**src/rtl/fetch_queue.sv**
```systemverilog
// Instruction fetch unit: one outstanding imem read at a time feeding a 2-entry decode queue.
// States: IDLE = no read in flight | REQ = read in flight | DROP = superseded read in flight, data discarded.
module fetch_queue #(
    parameter logic [31:0] RESET_PC = 32'h0000_0000
) (
    input  logic        clk,
    input  logic        rst,
    output logic        imem_req,
    output logic [31:0] imem_addr,
    input  logic        imem_ack,
    input  logic [31:0] imem_rdata,
    input  logic        redirect,
    input  logic [31:0] redirect_pc,
    output logic        instr_valid,
    input  logic        instr_ready,
    output logic [31:0] instrD,
    output logic [31:0] pcD,
    output logic [5:0]  opD,
    output logic [5:0]  functD
);
    localparam logic [1:0] S_IDLE = 2'd0;
    localparam logic [1:0] S_REQ  = 2'd1;
    localparam logic [1:0] S_DROP = 2'd2;

    logic [1:0]  r_state;
    logic [1:0]  w_state_next;
    logic [31:0] r_fetch_pc;
    logic [31:0] w_fetch_pc_next;
    logic [31:0] r_addr;
    logic [31:0] w_addr_next;
    logic [1:0]  r_count;
    logic [1:0]  w_count_next;
    logic [31:0] r_instr0;
    logic [31:0] r_instr1;
    logic [31:0] r_pc0;
    logic [31:0] r_pc1;
    logic        w_enq;
    logic        w_deq;
    logic        w_wr_slot0;
    logic [31:0] w_target;
    logic [31:0] w_pc_inc;

    assign imem_req    = (r_state != S_IDLE);
    assign imem_addr   = r_addr;
    assign instr_valid = (r_count != 2'd0);
    assign instrD      = r_instr0;
    assign pcD         = r_pc0;
    assign opD         = r_instr0[31:26];
    assign functD      = r_instr0[5:0];

    assign w_target = redirect_pc & 32'hFFFF_FFFC;
    assign w_pc_inc = r_fetch_pc + 32'd4;

    // Redirect wins over both the dequeue and any returning data.
    assign w_deq        = instr_valid & instr_ready & ~redirect;
    assign w_enq        = (r_state == S_REQ) & imem_ack & ~redirect;
    assign w_count_next = redirect ? 2'd0 : (r_count + {1'b0, w_enq} - {1'b0, w_deq});
    assign w_wr_slot0   = ((r_count - {1'b0, w_deq}) == 2'd0);

    always_comb begin
        w_state_next    = r_state;
        w_fetch_pc_next = r_fetch_pc;
        w_addr_next     = r_addr;
        case (r_state)
            S_IDLE: begin
                if (redirect) begin
                    w_fetch_pc_next = w_target;
                end else if (w_count_next < 2'd2) begin
                    w_state_next = S_REQ;
                    w_addr_next  = r_fetch_pc;
                end
            end
            S_REQ: begin
                if (redirect) begin
                    w_fetch_pc_next = w_target;
                    w_state_next    = imem_ack ? S_IDLE : S_DROP;
                end else if (imem_ack) begin
                    w_fetch_pc_next = w_pc_inc;
                    if (w_count_next < 2'd2) begin
                        w_addr_next = w_pc_inc;
                    end else begin
                        w_state_next = S_IDLE;
                    end
                end
            end
            S_DROP: begin
                if (redirect) begin
                    w_fetch_pc_next = w_target;
                end
                if (imem_ack) begin
                    w_state_next = S_REQ;
                    w_addr_next  = w_fetch_pc_next;
                end
            end
            default: begin
                w_state_next = S_IDLE;
            end
        endcase
    end

    always_ff @(posedge clk or posedge rst) begin
        if (rst) begin
            r_state    <= S_IDLE;
            r_fetch_pc <= RESET_PC;
            r_addr     <= RESET_PC;
        end else begin
            r_state    <= w_state_next;
            r_fetch_pc <= w_fetch_pc_next;
            r_addr     <= w_addr_next;
        end
    end

    // Head lives in slot 0; a dequeue shifts slot 1 down, an enqueue fills the first free slot.
    always_ff @(posedge clk or posedge rst) begin
        if (rst) begin
            r_count  <= 2'd0;
            r_instr0 <= 32'd0;
            r_instr1 <= 32'd0;
            r_pc0    <= 32'd0;
            r_pc1    <= 32'd0;
        end else begin
            r_count <= w_count_next;
            if (w_deq) begin
                r_instr0 <= r_instr1;
                r_pc0    <= r_pc1;
            end
            if (w_enq) begin
                if (w_wr_slot0) begin
                    r_instr0 <= imem_rdata;
                    r_pc0    <= r_addr;
                end else begin
                    r_instr1 <= imem_rdata;
                    r_pc1    <= r_addr;
                end
            end
        end
    end
endmodule

```
**config.mk**
```make
export PLATFORM = sky130hd
export DESIGN_NAME = fetch_queue
export DESIGN_NICKNAME = d
export VERILOG_FILES = /design/src/rtl/fetch_queue.sv
export SDC_FILE = /design/constraint.sdc
export NUM_CORES = 1
export LEC_CHECK = 0
export ABC_AREA = 1
export ABC_CLOCK_PERIOD_IN_PS = 13400
export BUFFER_PORTS_ARGS = -buffer_cell sky130_fd_sc_hd__buf_2
export CORE_MARGIN = 1.5
export CORE_UTILIZATION = 50
export DETAILED_ROUTE_END_ITERATION = 10
export PLACE_DENSITY = 0.72
export SLEW_MARGIN = 0
export SYNTH_ARGS = -nofsm -noshare
export SYNTH_HDL_FRONTEND = slang
export SYNTH_SLANG_ARGS = --single-unit
```
**constraint.sdc**
```tcl
create_clock -name clk -period 13.4 [get_ports clk]
set_clock_uncertainty 0.05 [all_clocks]
set_input_delay 0.67 -clock clk [delete_from_list [all_inputs] [get_ports clk]]
set_output_delay 0.67 -clock clk [all_outputs]
set_load 0.02 [all_outputs]
```
==> results.cfg <==
[run_status]
status = finished, final reports clean

[logic_synthesis]
synth_flop_cell = dfrtp_1
ys_types = 34
synth_compound_area_share_pct = 14.8
synth-simple-area-share_pct = 26.8
synth.area.mux_share_pct = 1.63
synth_fa_ha_area_share_pct = 0.725
synthDominantCellAreaShare_pct = 47.3
syn-num-nets = 1476
ys_seq_area_share_pct = 47.3
synth-xor-area-share_pct = 0.423
synth.avg_cell_area_um2 = 7.39
synthArstFlopShare_pct = 100
synth_cells = 1401
synth_edf_count = 0
ys_seq_elements = 196
ys_top_cells_by_area = dfrtp_1 (47%), nand2_1 (18%), nor2_1 (6.1%)
synthesis.area_mm2 = 0.0104
synth_area_leader_cell = dfrtp_1
yosysWarnings = 0
synth_top_family_by_area = simple AND/OR/NAND/NOR gates

[timing]
fmax_mhz = 229
fin_crit_ns = 4.36
rsz0062_at_grt = no
fin_setup_tns_ns = 0
drv_slew = 0
layout_setup_ws_ns = 9.04
setup_viol = 0
relSlewSlack_pct = 25.5
tightest_slew_ns = 1.12
finalHoldViolCount = 0
fin_crit_sh_pct = 32.5

[detailed_routing]
routed_wl_um = 26600
dr.pass1.iters = 9
vias_per_cell = 5.28
vias = 9506
routedLengthMet1_um = 12200
routed.top_layer = met4
drc = 0
drt_iter0_drc = 826
wl_per_cell_um = 14.8
dr_wl_met2_um = 12100
antenna_left = 0
dr_wl_met3_um = 1980

[floorplan]
die_h_um = 147
pin_count = 179
fp-row-count = 52
die_area_mm2 = 0.0216
fp.dieW_um = 147
core_area_mm2 = 0.0203
start_util_pct = 51.0

[global_routing]
grt_pass1_vias = 8557
grt_antenna_before_repair = 0
grt_pass1_wl_um = 43900
grt_max_degree = 131
grt_use_total_pct = 25.1
grt_remaining_overflow = 0

[setup_path]
crit_fanout = 66
crit_buf_inv = 6
r2r_slack_ns = 9.61
cp_common_cell = nand2_1
path_class = in -> reg
setup.worst_path.end_class = register
crit_arrival_ns = 4.67
crit_chain = buf_2 > buf_4 > inv_2 > nand2_1 > nor2_4 > inv_2 > buf_4 > nand2_1 > nand2_1 > ha_1 > nand2_1 > nand2_1 > nand3_1 > a21oi_1 > nand3_2 > inv_2 > nand2_1 > nand2_1
slowest_stage = nand3_2
cp_top_family = buffers and inverters
slowest_delay_ns = 0.88
crit_path_start_kind = input port
crit_required_ns = 13.72

[cts]
clkTransAtPathRegs_ns = 0.08
cts_resized = 0
clk_latency_ns = 0.43
cts_setup_buffers = 0
cts_buffer_depth = 2
htreeDepth = 4
cts-buffers-inserted = 17
cts_tree = done
cts_hold_buf = 0
cts_root_buf = clkbuf_16
clkSinkCount = 196

[pwr]
p_leak_nw = 6.02
peakVddDrop_mv = 0.118
power_w = 0.00302
power.density_mw_per_mm2 = 256

[placement]
gp_congestion = 0.910
dp.cells = 1768
place_ws_ns = 8.53
portBuffers = 176
dpl_cell_area_mm2 = 0.0112
hpwl_um = 17400

[layout]
area_growth_pct = 14.0
design_area_mm2 = 0.0118
fin_cells = 1800
antenna_cells = 0
drive_above_1_share_pct = 16.5
num-nets-final = 1592

[worst_hold_path]
hold_path.class = in -> async

[run]
drv_cap = 0
==> sequential cells by signal, indices dropped and copies added (netlist names) <==
| signal | cells |
|---|---|
| r_fetch_pc | 32 |
| r_pc1 | 32 |
| r_count | 2 |
| pcD | 32 |
| imem_addr | 32 |
| r_instr1 | 32 |
| instrD | 32 |
| r_state | 2 |
==> through the flow <==
stage / hold slack, ns / utilization [%]
floorplan: 0.403 / -
global placement: 0.416 / 55.3
detailed placement: 0.423 / 55.3
CTS: 0.412 / 58.2
global route: 0.421 / 58.2
finish: 0.398 / 58.2
==> report_power, final <==
| group | internal, W | switching, W | total (W) |
|---|---|---|---|
| registers | 0.000860 | 0.000214 | 0.00107 |
| clock network | 0.000266 | 0.000245 | 0.000511 |
| logic | 0.000471 | 0.000968 | 0.00144 |
| total | 0.00160 | 0.00143 | 0.00302 |
==> routing by layer <==
layer	up-vias	GRT usage, %
met1	4378	36.0
met5	-	0
li1	4748	-
met2	356	39.3
met4	0	6.25
met3	24	5.00
==> layout by cell type (no fill, tap or decap), types with 15 or more instances in the layout <==
cell and instances:
a21oi_1 61, a22oi_1 25, a31oi_1 65, buf_2 176
clkbuf_16 17, dfrtp_1 196, inv_1 95, mux2_2 15
nand2_1 497, nand3_1 34, nor2_1 168, o21ai_0 95
==> worst reg2reg max path: stages, from the launching register on <==
cell     delay [ns]
dfrtp_1        0.42
inv_1          0.09
ha_1           0.14
buf_4          0.37
nand3_2        0.16
inv_1          0.19
nand2_1        0.08
nand2_1        0.09
ha_1           0.16
nand2_1        0.05
nand2_1        0.09
nand3_1        0.07
a21oi_1        0.29
nand3_2        0.88
inv_2          0.41
nand2_1        0.09
nand2_1        0.07
==> final cells by class <==
cell class	instances	area, um2
Sequential cell	196	4900
Clock inverter	14	163
Multi-Input combinational cell	1011	4620
Timing Repair Buffer	186	956
Clock buffer	18	429
Tap cell	270	338
Fill cell	1879	8490
Inverter	105	402
==> kinds of logic after synthesis <==
logic type | Yosys count
muxes | 15
and+or+nand+nor | 715
adders and majority gates | 6
xor gates and xnor gates | 5
DFF | 196
AOI/OAI and AO/OA | 270
buffers and inverters | 194
==> synth_stat cells (25+ instances only) <==
master / number
a22oi_1: 25
inv_1: 97
nand2_1: 498
clkbuf_1: 31
nand3_1: 35
dfrtp_1: 196
a31oi_1: 65
a21oi_1: 61
nor2_1: 168
buf_2: 34
o21ai_0: 95
==> worst paths after layout <==
kind                                      from             to  cells after the start
worst max-delay path                  redirect  imem_addr[13]                     18
worst min-delay path                       rst      instrD[4]                      2
worst max register to register      r_state[1]  imem_addr[13]                     16
worst min register to register       r_pc1[15]      r_pc1[15]                      2
max in group asynchronous                  rst      r_pc1[12]                      3
min in group clk                imem_rdata[31]   r_instr1[31]                      2
Power figures use the tool's default switching activity.
